<file path="src/rtl/kyber_pkg.sv">
// Shared types and constants for the Kyber coefficient datapath.
//   COEF_W : coefficient width in bits
//   NLANE  : coefficients packed into one datapath word
//   coef_t : one coefficient
//   word_t : one packed word, lane k = word[k*COEF_W +: COEF_W]
package kyber_pkg;
    localparam int COEF_W = 12;
    localparam int NLANE  = 4;

    typedef logic [COEF_W-1:0]       coef_t;
    typedef logic [NLANE*COEF_W-1:0] word_t;
endpackage

</file>
<file path="src/rtl/piso4_if.sv">
// Handshake bundle for the piso4 parallel-in serial-out converter.
//   in_valid/in_ready/din      : word-side valid/ready channel
//   out_valid/out_ready/dout   : coefficient-side valid/ready channel
//   out_last                   : last lane of a word (only with PISO4_LAST_EN)
// Modports: slave = the converter, master = whoever drives words in and
// consumes coefficients.
interface piso4_if
    import kyber_pkg::*;
#(
    parameter int IWID = COEF_W
);
    logic                  in_valid;
    logic                  in_ready;
    logic [NLANE*IWID-1:0] din;
    logic                  out_valid;
    logic                  out_ready;
    logic [IWID-1:0]       dout;
`ifdef PISO4_LAST_EN
    logic                  out_last;
`endif

    modport slave (
        input  in_valid,
        input  din,
        input  out_ready,
`ifdef PISO4_LAST_EN
        output out_last,
`endif
        output in_ready,
        output out_valid,
        output dout
    );

    modport master (
        output in_valid,
        output din,
        output out_ready,
`ifdef PISO4_LAST_EN
        input  out_last,
`endif
        input  in_ready,
        input  out_valid,
        input  dout
    );
endinterface

</file>
<file path="src/rtl/piso4_skid.sv">
// One-entry shadow register with a valid flag.
//   clk, rst : clock, asynchronous active-low reset
//   load     : capture d and set vld
//   unload   : clear vld (ignored when load is also high)
//   d, q     : data in / held data
//   vld      : q holds a word
module piso4_skid #(
    parameter int W = 48
) (
    input  logic         clk,
    input  logic         rst,
    input  logic         load,
    input  logic         unload,
    input  logic [W-1:0] d,
    output logic [W-1:0] q,
    output logic         vld
);
    logic [W-1:0] data_reg;
    logic         vld_reg;

    always_ff @(posedge clk or negedge rst) begin
        if (!rst) begin
            data_reg <= '0;
            vld_reg  <= 1'b0;
        end else if (load) begin
            data_reg <= d;
            vld_reg  <= 1'b1;
        end else if (unload) begin
            vld_reg  <= 1'b0;
        end
    end

    assign q   = data_reg;
    assign vld = vld_reg;
endmodule

</file>
<file path="src/rtl/piso4.sv">
// Parallel-in serial-out converter: takes one word of four packed
// coefficients and emits them lane 0 first, one per accepted beat.
// A one-word shadow lets the next word be accepted while the current word
// shifts out, so a continuous stream runs at one coefficient per cycle.
//   clk : clock
//   rst : asynchronous active-low reset
//   bus : piso4_if slave (word in, coefficient out)
// Optional: define PISO4_LAST_EN to drive bus.out_last on the final lane.
module piso4
    import kyber_pkg::*;
#(
    parameter int IWID = COEF_W
) (
    input  logic     clk,
    input  logic     rst,
    piso4_if.slave   bus
);
    localparam int WW = NLANE * IWID;

    logic [WW-1:0]   main_reg,     main_next;
    logic            main_vld_reg, main_vld_next;
    logic [1:0]      cnt_reg,      cnt_next;

    logic [WW-1:0]   sh_q;
    logic            sh_vld;
    logic            sh_load;
    logic            sh_unload;

    logic            in_fire;
    logic            out_fire;
    logic            done;

    logic [IWID-1:0] lane [NLANE];

    // in_ready depends on registered state only, never on out_ready.
    assign bus.in_ready  = !sh_vld;
    assign bus.out_valid = main_vld_reg;

    assign in_fire  = bus.in_valid && !sh_vld;
    assign out_fire = main_vld_reg && bus.out_ready;
    assign done     = out_fire && (cnt_reg == 2'd3);

    // Lane mux: lane 0 is the least significant slice and goes out first.
    genvar gi;
    generate
        for (gi = 0; gi < NLANE; gi++) begin : g_lane
            assign lane[gi] = main_reg[gi*IWID +: IWID];
        end
    endgenerate

    assign bus.dout = lane[cnt_reg];

`ifdef PISO4_LAST_EN
    assign bus.out_last = main_vld_reg && (cnt_reg == 2'd3);
`endif

    // The shadow only fills while a word is mid-flight; when the final lane
    // leaves on the same edge, the incoming word goes straight to main.
    assign sh_load   = main_vld_reg && !done && in_fire;
    assign sh_unload = done && sh_vld;

    piso4_skid #(.W(WW)) u_skid (
        .clk    (clk),
        .rst    (rst),
        .load   (sh_load),
        .unload (sh_unload),
        .d      (bus.din),
        .q      (sh_q),
        .vld    (sh_vld)
    );

    always_comb begin
        main_next     = main_reg;
        main_vld_next = main_vld_reg;
        cnt_next      = cnt_reg;
        if (!main_vld_reg) begin
            if (in_fire) begin
                main_next     = bus.din;
                main_vld_next = 1'b1;
                cnt_next      = 2'd0;
            end
        end else if (done) begin
            cnt_next = 2'd0;
            if (sh_vld) begin
                main_next = sh_q;
            end else if (in_fire) begin
                main_next = bus.din;
            end else begin
                main_vld_next = 1'b0;
            end
        end else if (out_fire) begin
            cnt_next = cnt_reg + 2'd1;
        end
    end

    always_ff @(posedge clk or negedge rst) begin
        if (!rst) begin
            main_reg     <= '0;
            main_vld_reg <= 1'b0;
            cnt_reg      <= 2'd0;
        end else begin
            main_reg     <= main_next;
            main_vld_reg <= main_vld_next;
            cnt_reg      <= cnt_next;
        end
    end
endmodule

</file>
<file path="src/flat_wrapper.sv">
// flat-port wrapper written by rule: the top's interface ports become plain ports
module piso4_flat import kyber_pkg::*;
#(
    parameter int IWID = COEF_W
)
  (clk, rst, bus_in_valid, bus_din, bus_out_ready, bus_in_ready, bus_out_valid, bus_dout);
  piso4_if #(.IWID(IWID)) bus_i ();
  input  logic clk;
  input  logic rst;
  input wire logic [$bits(bus_i.in_valid)-1:0] bus_in_valid;
  input wire logic [$bits(bus_i.din)-1:0] bus_din;
  input wire logic [$bits(bus_i.out_ready)-1:0] bus_out_ready;
  output wire logic [$bits(bus_i.in_ready)-1:0] bus_in_ready;
  output wire logic [$bits(bus_i.out_valid)-1:0] bus_out_valid;
  output wire logic [$bits(bus_i.dout)-1:0] bus_dout;
  assign bus_i.in_valid = bus_in_valid;
  assign bus_i.din = bus_din;
  assign bus_i.out_ready = bus_out_ready;
  assign bus_in_ready = bus_i.in_ready;
  assign bus_out_valid = bus_i.out_valid;
  assign bus_dout = bus_i.dout;
  piso4 #(.IWID(IWID)) u_core (.clk(clk), .rst(rst), .bus(bus_i));
endmodule
</file>
<file path="config.mk">
export PLATFORM = sky130hd
export DESIGN_NAME = piso4_flat
export DESIGN_NICKNAME = d
export VERILOG_FILES = /design/src/rtl/kyber_pkg.sv /design/src/rtl/piso4_if.sv /design/src/rtl/piso4_skid.sv /design/src/rtl/piso4.sv /design/src/flat_wrapper.sv
export SDC_FILE = /design/constraint.sdc
export NUM_CORES = 1
export LEC_CHECK = 0
export BUFFER_PORTS_ARGS = -buffer_cell sky130_fd_sc_hd__clkbuf_2
export CAP_MARGIN = 15
export CORE_MARGIN = 3
export CORE_UTILIZATION = 45
export DETAILED_ROUTE_END_ITERATION = 12
export GPL_ROUTABILITY_DRIVEN = 0
export PLACE_DENSITY = 0.68
export SLEW_MARGIN = 20
export SYNTH_ARGS = -nofsm -noshare
export SYNTH_HDL_FRONTEND = slang
export SYNTH_HIERARCHICAL = 1
export SYNTH_SLANG_ARGS = --single-unit
</file>
<file path="constraint.sdc">
create_clock -name clk -period 2 [get_ports clk]
set_input_delay 0.4 -clock clk [delete_from_list [all_inputs] [get_ports clk]]
set_output_delay 0.4 -clock clk [all_outputs]
set_load 0.02 [all_outputs]
</file>
==> After elaboration in Yosys (flattened, before gate mapping) <==
Cells that the tools add are included.
{ "word_totals": {"ff_bits": 100, "inputBits": 52, "output_inout_bits": 14} }
{ "op_classes": {"n_addsub": 1, "order_cmp": 1, "eq_ne": 3, "mux": 17, "bitwise": 1, "reduce_logical": 11} }
{ "op_table": {"columns": ["cell", "count"], "rows": [
  ["2-to-1 mux 48 bit", 4],
  ["binary-select mux 12 bit (select 2 bit)", 1],
  ["2-to-1 mux 12 bit", 2],
  ["2-to-1 mux 2 bit", 4],
  ["logical AND 1 bit", 6],
  ["2-to-1 mux 1 bit", 6],
  ["nonzero test 2 bit", 2],
  [">= comparator 3 bit, second input constant", 1],
  ["!= test 3 bit, second input constant", 1],
  ["NOT 2 -> 3 bit", 1],
  ["adder 2 x 1 -> 2 bit, second input constant", 1],
  ["equality test 2 bit, second input constant", 1],
  ["logical NOT 1 bit", 2],
  ["!= test 2 bit, second input constant", 1],
  ["AND reduction 2 bit", 1]
]} }

==> Depth between registers and ports, before layout <==
Gate-level depths: netlist (run 1).
{ "logic_depth": {"word_depth": 6, "depth_mapped": 8, "depth_no_buf": 5} }

==> By module <==
The synthesis (run 1) kept the hierarchy.
{ "modules_own_cells": {"columns": ["mod", "n_inst", "cells_each", "area_each_um2", "seq_area_each_um2"], "rows": [
  ["piso4", 1, 202, 2642.5, 1276.2],
  ["piso4_skid", 1, 104, 1856.8, 1226.2]
]} }

==> Worst setup path after synthesis (run 1) <==
No wires, ideal clock.
{ "synth_timing": {"path_type": "register to register", "from": "register u_core.cnt_reg[1]", "to": "register u_core.u_skid.data_reg[36], in the netlist u_core/u_skid/q[36]", "setup_ns": 0.125, "arrival_ns": 2.015, "required_ns": 1.875, "setup_slack_ns": -0.140, "path_stages_with_launch": 9, "n_path_buf": 4, "period_less_slack_ns": 2.140, "cell_sequence": "dfrtp_1 > ha_1 > a21bo_1 > buf_2 > buf_2 > nor2_1 > buf_6 > buf_6 > mux2_4"} }
{ "synth_between": {"elab_chain_cells": 5} }
{ "synth_rtl": {"columns": ["item", "line_no", "source"], "rows": [
  ["start, declared", "piso4.sv:22", "logic [1:0] cnt_reg, cnt_next;"],
  ["start signal, assigned", "piso4.sv:104", "cnt_reg <= cnt_next;"],
  ["equality test 2 bit", "piso4.sv:41", "assign done = out_fire && (cnt_reg == 2'd3);"],
  ["logical AND 1 bit", "piso4.sv:41", null],
  ["logical NOT 1 bit", "piso4.sv:59", "assign sh_load = main_vld_reg && !done && in_fire;"],
  ["logical AND 1 bit (2 in a row)", "piso4.sv:59", null],
  ["via u_core.sh_load", "piso4.sv:26", "logic sh_load;"],
  ["end signal, assigned", "piso4_skid.sv:23", "data_reg <= '0;"],
  ["end signal, assigned", "piso4_skid.sv:26", "data_reg <= d;"],
  ["end, declared", "piso4_skid.sv:18", "logic [W-1:0] data_reg;"]
]} }
The timed path passes the listed nets, and every way through them passes these cells.
A chain may end at the register's enable or synchronous reset.

==> Worst setup path after layout (run 1) <==
{ "layout_timing": {"from": "register u_core.cnt_reg[0]", "to": "output bus_dout[6]"} }
{ "layout_between": {"elab_chain_cells": 4} }
{ "layout_rtl": {"columns": ["item", "line_no", "source"], "rows": [
  ["NOT 2 -> 3 bit (implied by the code)", "piso4.sv:51", "assign bus.dout = lane[cnt_reg];"],
  ["binary-select mux 12 bit (select 2 bit)", "piso4.sv:51", null],
  ["2-to-1 mux 12 bit (implied by the code) (2 in a row)", "piso4.sv:51", null],
  ["end, declared", "flat_wrapper.sv:15", "output wire logic [$bits(bus_i.dout)-1:0] bus_dout;"]
]} }
No other way between the ends. The select of a mux whose other input is x is not followed.

==> implementation parameters, run 1 <==
Parameter                              Value

Status
  Result of the run    finished with violations
  Violations in the final reports    negative setup slack

Pwr
  Switching Power    3.62 mW
  Switching Fraction    36.2%
  Worst-case vdd ir drop    0.000785 V
  Leakage power of the design    2.27 nW
  Relative contribution of the clock network to total power    about an eighth
  Int Power    ~6.4 mW
  Power density of the placed cells    1870 nW/um^2
  Sequential fraction of design power    37.4%
  Total power after layout    9.99 mW
  Portion of total power attributed to combinational logic    49.5%

Clocking
  Number of buffers created by CTS    9
  Post-CTS clock slew at the launch and capture registers of the worst setup and hold paths    100 ps
  Insertion delay to the later sink of the worst-skew pair    370 ps
  Max Root-Sink Buffers    2
  Maximum level of the CTS H-tree    3
  Clk sinks    100
  CTS Root Cell    sky130_fd_sc_hd__clkbuf_8
  CTS tree    done

Worst hold path
  Path category of the worst min-delay check    in2async

Routing
  Remaining number of nets flagged by the antenna check after routing    0
  # DRC    0
  Starting DRT DRC Count    165
  Detailed-route wire length    between 10000 and 15000 microns
  Routed vias    2974
  Routed wire length per instance    20.3 microns
  Via density per instance    5.84
  First-pass DRT Iterations    5

Worst setup path
  Total buffers and inverters traversed by the critical path    2
  Top fanout value on the critical path    8
  Dominant delay contributor by cell family on the critical path    multiplexers
  Slowest cell delay on critical path    540 ps
  CP Cell Sequence    buf_6 > mux4_2 > buf_6
  Critical path's most frequent cell    sky130_fd_sc_hd__buf_6
  Critical Path Sink Type    output port
  Crit Path Class    reg2out
  Cell type of the slowest stage on the worst timing path    sky130_fd_sc_hd__mux4_2
  Worst EP arrival    around 1700 ps
  Required time of the worst setup path    1600 ps
  Element type at the critical path start    flip-flop

Synthesis
  Synthesized cell area    4500 sq um
  Register area share after synthesis    55.6%
  Number of distinct library cell variants in the gate-level netlist after synthesis    24
  Cell count after synthesis    306
  Total of warnings raised by yosys    6
  Total nets after synthesis    approximately 360
  Post-Synthesis Mean Instance Area    14.7 sq um
  Total of flip-flops plus latches after synthesis    100

Floorplan
  I/O pins    66
  Horizontal extent of the die    about 110 microns
  Cell Rows    35
  Core outline area    9460 sq um
  Starting utilization of the core area    47.6%
  Die area    ~11000 sq um
  Die extent in y    106 microns

STA
  Slew @ Worst Pin    between 500 and 600 ps
  Layout Skew    10.0 ps
  Slew HR    64.7%
  Max Slew Vio Count    0
  Final worst-path setup slack    -58.4 ps
  Unrepaired setup endpoints after global routing    true
  Final count of hold timing violations    0
  Post-route clock period utilization    103%
  Final setup vio count    10
  Min Tclk post-route    about 2000 ps
  Maximum clock frequency    ~0.49 GHz

Flow run
  Max capacitance violation total    0

Final layout
  Area growth, synth to finish    19.0%
  Most common cell after layout, fill and taps aside    sky130_fd_sc_hd__dfrtp_1
  Final cell count without fillers    509
  Final #Nets    roughly 430
  Area taken by multi-input logic gates    1830 sq um
  Register area    2500 sq um
  Share of layout cells above drive strength 1    50.5%
  Total non-filler cell area in the finished layout    between 5000 and 6000 sq um
  Number of filler cells placed in the layout    813
  Top library cells by usage in the layout, fill and taps aside    sky130_fd_sc_hd__dfrtp_1, sky130_fd_sc_hd__clkbuf_2, sky130_fd_sc_hd__o22ai_1
  Antenna diodes    0

Global routing
  Wire length of the first global-routing pass    about 17000 microns
  Maximum number of pins on one net before global-route repair    101
  Via count of the first global-routing pass    just over 3k
  Remaining Overflow, GRT    0
  Global router's overall resource usage    19.1%
  Initial antenna violation count    0

Placement
  Area after DPL    5000 sq um
  DP Worst Slack    247 ps
  Number of buffers added on ports    65
  Placed Instances    between 400 and 500
  Post-detailed-placement half-perimeter wirelength    6900 microns
[kinds of logic after synthesis]
logic type,Yosys count,synth area share [%]
AO/OA/AOI/OAI,100,19.8
flip-flops,100,55.6
AND/OR/NAND/NOR,10,0.918
buffers and inverters,32,3.95
multiplexers,63,19.5
adder cells (fa/ha/maj),1,0.278
[worst paths after layout]
kind	startpoint	end	slack (ps)	cells after the start
max in group asynchronous	rst	u_core/u_skid/q[39]	1530	2
setup reg to reg	u_core/cnt_reg[0]	u_core/u_skid/q[32]	100	6
hold reg to reg	u_core/u_skid/q[35]	u_core/u_skid/q[35]	520	1
min in group clk	bus_din[0]	u_core/u_skid/q[0]	270	2
setup / recovery	u_core/cnt_reg[0]	bus_dout[6]	-60	3
hold / removal	rst	u_core/u_skid/q[11]	90	2
[synth_stat cells, drive strengths merged]
library cell / number / area (sq um)
a21bo: 1 / 10.0
a21boi: 1 / 18.8
a21o: 1 / 7.51
a2bb2oi: 47 / 537
buf: 17 / 121
clkbuf: 13 / 48.8
dfrtp: 100 / 2500
ha: 1 / 12.5
inv: 2 / 7.51
mux2: 49 / 586
mux2i: 2 / 20.0
mux4: 12 / 270
nand2: 5 / 18.8
nand2b: 1 / 6.26
nand3: 1 / 5.00
nor2: 3 / 11.3
o21ai: 1 / 5.00
o22ai: 48 / 300
o2bb2a: 1 / 11.3
[worst reg2reg max path: cells and delay by family (launching register included)]
kind | cells | cell delay, ps
DFF | 1 | 430
buffers and inverters | 2 | 370
and+or+nand+nor | 1 | 210
muxes | 1 | 370
adders and majority gates | 1 | 180
AOI/OAI and AO/OA | 1 | 230
[routing by layer]
layer	GRT usage [%]	wire, microns	vias to the layer above
li1	-	-	1341
met1	26.9	4680	1534
met2	28.6	4910	85
met3	4.86	552	14
met4	7.22	211	0
met5	0	0	-
[per-stage QoR]
stage	setup TNS (ps)	util, %	hold WS [ps]
after floorplan	0	-	104
after global placement	0	52.8	491
final	-394	56.6	88.3
after global routing	-1260	56.6	112
after detailed placement	0	52.8	497
after CTS	-558	55.4	98.5
[power by group through the flow]
stage          clock network [mW]  logic, mW  registers [mW]
2_1_floorplan                   0       3.48            3.52
3_3_place_gp                    0       4.39            3.70
3_5_place_dp                    0       4.48            3.74
4_1_cts                      1.35       4.58            3.72
5_1_grt                      1.43       5.31            3.86
6_report                     1.31       4.94            3.73
[timing repair]
| item | in CTS | in global routing |
|---|---|---|
| gates resized for setup | 4 | 38 |
| hold buffers | 0 | 0 |
| pin swaps | 0 | 2 |
| cloned | 0 | 1 |
| endpoints found under the setup margin | 12 | 15 |
| buffers inserted | 4 | 1 |
[area by class of cell]
| class | count | share of cell area (%) |
|---|---|---|
| multi-input cells | 174 | 34.3 |
| clock buffers | 9 | 2.31 |
| well taps | 129 | 3.01 |
| flip-flops and latches | 100 | 46.7 |
| repair buffers | 88 | 12.1 |
| clock inverters | 7 | 1.43 |
| inverters | 2 | 0.140 |
Power figures use the tool's default switching activity.
==> run 2, diff against run 1 <==
--- a/config.mk
+++ b/config.mk
@@ -15,5 +15,4 @@
 export SLEW_MARGIN = 20
 export SYNTH_ARGS = -nofsm -noshare
 export SYNTH_HDL_FRONTEND = slang
-export SYNTH_HIERARCHICAL = 1
 export SYNTH_SLANG_ARGS = --single-unit
==> run 2 against run 1 <==
Effect of this change: the flow still finishes with violations (negative setup slack); register-to-register slack got worse by 70 ps; global-route usage fell by 0.62 points; clock skew fell by 2.1 ps; first-iteration DRC count fell by 18%; combinational power fell by 6.7%; hold slack got worse by 74 ps; non-clock buffer count fell by 2.
==> implementation parameters, run 2 <==
Parameter                              Value

Final layout
  Antenna diodes    0 (unchanged)
  Area growth, synth to finish    16.5%
  Final cell count without fillers    506 (-0.59%)
  Final #Nets    422 (-1.4%)
  Number of filler cells placed in the layout    838 (+3.1%)
  Share of layout cells above drive strength 1    49.9% (-0.66 points)
  Top library cells by usage in the layout, fill and taps aside    sky130_fd_sc_hd__dfrtp_1, sky130_fd_sc_hd__clkbuf_2, sky130_fd_sc_hd__o22ai_1
  Most common cell after layout, fill and taps aside    sky130_fd_sc_hd__dfrtp_1
  Register area    2500 sq um (unchanged)
  Area taken by multi-input logic gates    1870 sq um (+2.1%)

Worst setup path
  Reg2reg end    u_core.u_skid.q[47]
  Element type at the critical path start    flip-flop
  Worst reg-to-reg setup slack    30 ps (-70 ps)
  Worst R2R Path Depth    6 (unchanged)
  Crit Path Class    reg2out
  Critical Path Sink Type    output port
  Beginning of the worst register-to-register path    u_core.cnt_reg[0]
  Top fanout value on the critical path    8 (unchanged)
  Worst EP arrival    1650 ps (about the same)
  Required time of the worst setup path    1600 ps (about the same)

STA
  Layout Skew    7.95 ps (-2.10 ps)
  Maximum clock frequency    0.489 GHz (+0.60%)
  Max Slew Vio Count    0 (unchanged)
  Setup TNS    -179 ps (+215 ps)
  Final setup vio count    8 (-2)
  Unrepaired setup endpoints after global routing    true
  Final count of hold timing violations    0 (unchanged)
  Slew HR    65.2% (+0.54 points)
  Post-route clock period utilization    102% (-0.61 points)
  Slew @ Worst Pin    522 ps (-8.12 ps)
  Final worst-path setup slack    -46.1 ps (+12.3 ps)
  Min Tclk post-route    2050 ps (-12.3 ps)

Pwr
  Total power after layout    9.46 mW (-5.3%)
  Leakage power of the design    2.28 nW (+0.15%)
  Power density of the placed cells    1780 nW/um^2 (-4.7%)
  Worst-case vdd ir drop    0.000647 V (-18%)

Floorplan
  I/O pins    66 (unchanged)
  Starting utilization of the core area    46.5% (-1.1 points)
  Horizontal extent of the die    107 microns (+0.69%)
  Die extent in y    107 microns (+0.69%)
  Core outline area    9820 sq um (+3.8%)
  Die area    11400 sq um (+1.4%)
  Cell Rows    36 (+2.9%)

Synthesis
  Total of warnings raised by yosys    0 (-6)
  Number of distinct library cell variants in the gate-level netlist after synthesis    26 (+8.3%)
  Post-Synthesis Mean Instance Area    15.1 sq um (+2.8%)
  Total nets after synthesis    355 (-1.1%)
  Total of flip-flops plus latches after synthesis    100 (unchanged)
  Leading area contributor after synthesis    sky130_fd_sc_hd__dfrtp_1
  Ys async rst share    100% (unchanged)
  Register area share after synthesis    54.8% (-0.81 points)
  Top flip-flop cell by instance count after synthesis    sky130_fd_sc_hd__dfrtp_1
  Commonest cells in the netlist    sky130_fd_sc_hd__dfrtp_1, sky130_fd_sc_hd__o22ai_1, sky130_fd_sc_hd__mux2_2
  Cell count after synthesis    302 (-1.3%)
  Synthesized cell area    4570 sq um (+1.5%)
  Area share of the largest cell type after synthesis    54.8% (-0.81 points)
  Most frequent cell after synthesis    sky130_fd_sc_hd__dfrtp_1
  Post-synth EDFFs    0 (unchanged)
  Cells taking the most area after synthesis    sky130_fd_sc_hd__dfrtp_1, sky130_fd_sc_hd__mux2_2, sky130_fd_sc_hd__a2bb2oi_2, sky130_fd_sc_hd__mux2_4, sky130_fd_sc_hd__o22ai_1

Global routing
  Global router's overall resource usage    18.5% (-0.62 points)
  Wire length of the first global-routing pass    16400 microns (-0.96%)
  Maximum number of pins on one net before global-route repair    50 (-50%)
  Initial antenna violation count    0 (unchanged)
  Remaining Overflow, GRT    0 (unchanged)
  Via count of the first global-routing pass    3064 (+1.4%)

Status
  Result of the run    finished with violations
  Violations in the final reports    negative setup slack

Clocking
  CTS tree    done
  Insertion delay to the later sink of the worst-skew pair    350 ps (-20 ps)
  Max Root-Sink Buffers    2 (unchanged)
  Post-CTS clock slew at the launch and capture registers of the worst setup and hold paths    90 ps (about the same)
  Clk sinks    100 (unchanged)
  Number of buffers created by CTS    9 (unchanged)
  Number of hold-repair buffers added at the cts stage    0 (unchanged)
  CTS Root Cell    sky130_fd_sc_hd__clkbuf_8
  Maximum level of the CTS H-tree    3 (unchanged)

Routing
  Via density per instance    5.75 (-1.7%)
  Detailed-route wire length    10100 microns (-2.0%)
  # DRC    0 (unchanged)
  Starting DRT DRC Count    135 (-18%)
  Routed wire length per instance    20.1 microns (-1.4%)
  Remaining number of nets flagged by the antenna check after routing    0 (unchanged)
  First-pass DRT Iterations    4 (-1)
  Routed vias    2907 (-2.3%)

Placement
  DP Worst Slack    161 ps (-85.8 ps)
  Number of buffers added on ports    65 (unchanged)
  Placed Instances    487 (unchanged)
  Post-detailed-placement half-perimeter wirelength    6800 microns (-1.4%)

Flow run
  Max capacitance violation total    0 (unchanged)

Worst hold path
  Path category of the worst min-delay check    in2async
run 2: cell types whose count changed after synthesis, sizes merged:
cell	previous run	this run
clkbuf	13	8
mux2	49	48
o211ai	0	2
a32oi	0	1
buf	17	22
mux2i	2	0
o31ai	0	1
a21o	1	0
o21ai	1	0
a211oi	0	1
nand3	1	2
nor2	3	0
inv	2	1
nand2	5	4
run 2: worst max-delay path by stage:
stage | slack, ps | to | cells after the start | start
after floorplan | 220 | bus_dout[0] | 3 | u_core.cnt_reg[0]
after global placement | 230 | u_core.u_skid.q[47] | 4 | u_core.cnt_reg[0]
after detailed placement | 160 | u_core.u_skid.q[47] | 4 | u_core.cnt_reg[0]
after CTS | -60 | bus_dout[6] | 3 | u_core.cnt_reg[0]
after global routing | -110 | bus_dout[6] | 3 | u_core.cnt_reg[0]
final | -50 | bus_dout[6] | 3 | u_core.cnt_reg[0]
run 2: area by class of cell:
cell class                 instances  area share [%]
clock buffer                      13            2.99
sequential                       100            47.0
tap                              133            3.13
clock inverter                     2           0.188
inverter                           1          0.0706
timing repair buffer              86            11.4
multi-input combinational        171            35.2
run 2: cells by family after synthesis:
group | share of synthesized area, %
fa+ha+maj | 0.274
mux | 19.4
compound gates | 20.3
buf+inv | 4.49
simple gates | 0.740
flops | 54.8
run 2: metal layers:
| layer | up-vias | track usage (%) | share of wire [%] |
|---|---|---|---|
| met5 | - | 0 | 0 |
| met4 | 0 | 4.84 | 1.4 |
| met3 | 13 | 3.67 | 4.7 |
| met2 | 87 | 28.3 | 48 |
| met1 | 1479 | 27.1 | 46 |
| li1 | 1328 | - | - |
run 2: report_power, final:
part	internal, mW	switching (mW)	total (mW)
Sequential	3.05	0.635	3.69
Clock	0.513	0.652	1.16
Combinational	2.58	2.03	4.61
run 2: per-stage QoR:
stage	hold WS [ps]	util [%]	cell area, sq um
after floorplan	104	-	4570
after global placement	411	51.2	5020
after detailed placement	414	51.2	5020
after CTS	28.1	53.1	5210
after global routing	40.8	54.2	5320
final	13.8	54.2	5320
run 2: critical path, stage by stage, from the launching register on:
cell and delay (ps):
sky130_fd_sc_hd__dfrtp_1 420, sky130_fd_sc_hd__buf_8 170, sky130_fd_sc_hd__mux4_2 550, sky130_fd_sc_hd__buf_6 160
run 2: repair_timing:
item,4_1_cts,5_1_grt
gates resized for setup,1,40
setup buffers,2,1
gates cloned,0,1
endpoints found under the setup margin,12,40
pin swaps,0,1
==> run 3, diff against run 2 <==
--- a/config.mk
+++ b/config.mk
@@ -9,6 +9,7 @@
 export CAP_MARGIN = 15
 export CORE_MARGIN = 3
 export CORE_UTILIZATION = 45
+export CTS_BUF_LIST = sky130_fd_sc_hd__clkbuf_16
 export DETAILED_ROUTE_END_ITERATION = 12
 export GPL_ROUTABILITY_DRIVEN = 0
 export PLACE_DENSITY = 0.68
==> run 3 against run 2 <==
Effect of this change: the flow still finishes with violations (negative setup slack); worst setup slack better by 46 ps; non-clock buffer count did not move; clock skew is 0.88 ps lower; core utilization increased by 0.43 points; die area unchanged; critical endpoint is now bus_dout[0].
==> implementation parameters, run 3 (synthesis results as in run 2) <==
Parameter                              Value

Placement
  Area after DPL    5020 sq um (unchanged)
  Post-detailed-placement half-perimeter wirelength    6800 microns (unchanged)
  DP Worst Slack    161 ps (unchanged)
  Placed Instances    487 (unchanged)
  Number of buffers added on ports    65 (unchanged)

STA
  Post-route clock period utilization    100% (-2.3 points)
  Maximum clock frequency    0.500 GHz (+2.3%)
  Setup TNS    -0.458 ps (+178 ps)
  Slew @ Worst Pin    530 ps (+8.35 ps)
  Layout Skew    7.07 ps (-0.876 ps)
  Unrepaired setup endpoints after global routing    true
  Worst slack on hold paths    46.4 ps (+32.6 ps)
  Final count of hold timing violations    0 (unchanged)
  Min Tclk post-route    2000 ps (-45.6 ps)
  Max Slew Vio Count    0 (unchanged)
  Final setup vio count    1 (-7)
  Slew HR    64.7% (-0.56 points)
  Final worst-path setup slack    -0.458 ps (+45.6 ps)

Final layout
  Most common cell after layout, fill and taps aside    sky130_fd_sc_hd__dfrtp_1
  Share of layout cells above drive strength 1    49.3% (-0.54 points)
  Antenna diodes    0 (unchanged)
  Number of filler cells placed in the layout    826 (-1.4%)
  Top library cells by usage in the layout, fill and taps aside    sky130_fd_sc_hd__dfrtp_1, sky130_fd_sc_hd__clkbuf_2, sky130_fd_sc_hd__o22ai_1
  Final cell utilization of the core    54.6% (+0.43 points)
  Final cell count without fillers    506 (unchanged)
  Total non-filler cell area in the finished layout    5360 sq um (+0.80%)
  Final #Nets    422 (unchanged)
  Area growth, synth to finish    17.5%

Floorplan
  Starting utilization of the core area    46.5% (unchanged)
  Die area    11400 sq um (unchanged)
  Cell Rows    36 (unchanged)
  Die extent in y    107 microns (unchanged)
  Core outline area    9820 sq um (unchanged)
  I/O pins    66 (unchanged)
  Horizontal extent of the die    107 microns (unchanged)

Clocking
  Number of hold-repair buffers added at the cts stage    0 (unchanged)
  Number of buffers created by CTS    9 (unchanged)
  Insertion delay to the later sink of the worst-skew pair    330 ps (-20 ps)
  Clk sinks    100 (unchanged)
  Maximum level of the CTS H-tree    3 (unchanged)
  CTS tree    done
  CTS Root Cell    sky130_fd_sc_hd__clkbuf_16
  Post-CTS clock slew at the launch and capture registers of the worst setup and hold paths    70 ps (-20 ps)
  Max Root-Sink Buffers    2 (unchanged)

Worst setup path
  Top fanout value on the critical path    5 (-3)
  Required time of the worst setup path    1600 ps (about the same)
  Critical Path Sink Type    output port
  Crit Path Class    reg2out
  Worst EP arrival    1600 ps (-50 ps)
  Element type at the critical path start    flip-flop

Pwr
  Worst-case vdd ir drop    0.000717 V (+11%)
  Total power after layout    9.68 mW (+2.3%)
  Leakage power of the design    2.31 nW (+1.4%)
  Power density of the placed cells    1800 nW/um^2 (+1.5%)

Global routing
  Wire length of the first global-routing pass    16500 microns (+0.42%)
  Via count of the first global-routing pass    3069 (+0.16%)
  Maximum number of pins on one net before global-route repair    50 (unchanged)
  Global router's overall resource usage    18.7% (+0.21 points)
  Remaining Overflow, GRT    0 (unchanged)
  Initial antenna violation count    0 (unchanged)

Routing
  Detailed-route wire length    10300 microns (+1.3%)
  First-pass DRT Iterations    4 (unchanged)
  # DRC    0 (unchanged)
  Routed wire length per instance    20.3 microns (+1.3%)
  Via density per instance    5.75 (unchanged)
  Remaining number of nets flagged by the antenna check after routing    0 (unchanged)
  Starting DRT DRC Count    125 (-7.4%)
  Routed vias    2907 (unchanged)

Status
  Violations in the final reports    negative setup slack
  Result of the run    finished with violations

Flow run
  Max capacitance violation total    0 (unchanged)

Worst hold path
  Path category of the worst min-delay check    in2async
[run 3: cell count changes in the layout (fill, tap and decap cells not counted), sizes merged]
cell / change
buf: -5
inv: +2
clkbuf: +1
clkinv: +2
[run 3: per-layer routing]
metal | GRT usage [%] | share of wire [%] | vias up
li1 | - | - | 1333
met1 | 27.0 | 47 | 1510
met5 | 0 | 0 | -
met4 | 4.11 | 0.72 | 0
met2 | 29.1 | 49 | 59
met3 | 4.21 | 3.5 | 5
[run 3: report_power, final]
group,leakage [nW],total [mW],internal [mW],switching (mW)
Combinational,1.01,4.45,2.44,2.01
Sequential,1.16,3.70,3.06,0.639
Clock,0.133,1.53,0.815,0.713
Total,2.31,9.68,6.32,3.36
[run 3: worst max-delay path: stages, from the launching register on]
cell and delay (ps):
sky130_fd_sc_hd__dfrtp_1 380, sky130_fd_sc_hd__buf_4 180, sky130_fd_sc_hd__mux4_2 530, sky130_fd_sc_hd__clkbuf_2 170
[run 3: layout make-up]
class | count | area [sq um] | area share (%)
clock buffers | 9 | 225 | 4.20
clock inverters | 6 | 25.0 | 0.467
inverters | 1 | 3.75 | 0.0700
multi-input cells | 171 | 1870 | 34.9
flip-flops and latches | 100 | 2500 | 46.7
well taps | 133 | 166 | 3.10
repair buffers | 86 | 567 | 10.6
[run 3: repair_timing]
action,in CTS,in global routing
gates resized for setup,1,23
gates cloned,0,1
buffers inserted,2,1
setup endpoints to repair,11,40
[run 3: worst paths after layout]
path / from / to / slack, ps / cells past startpoint
min reg2reg: u_core.u_skid.q[16] / u_core.u_skid.q[16] / 510 / 1
min: rst / u_core.u_skid.q[7] / 50 / 1
max: u_core.cnt_reg[0] / bus_dout[0] / -0.5 / 3
max reg2reg: u_core.cnt_reg[0] / u_core.u_skid.q[47] / 60 / 6
max in group asynchronous: rst / u_core.main_reg[41] / 1310 / 2
min in group clk: bus_din[21] / u_core.u_skid.q[21] / 310 / 2
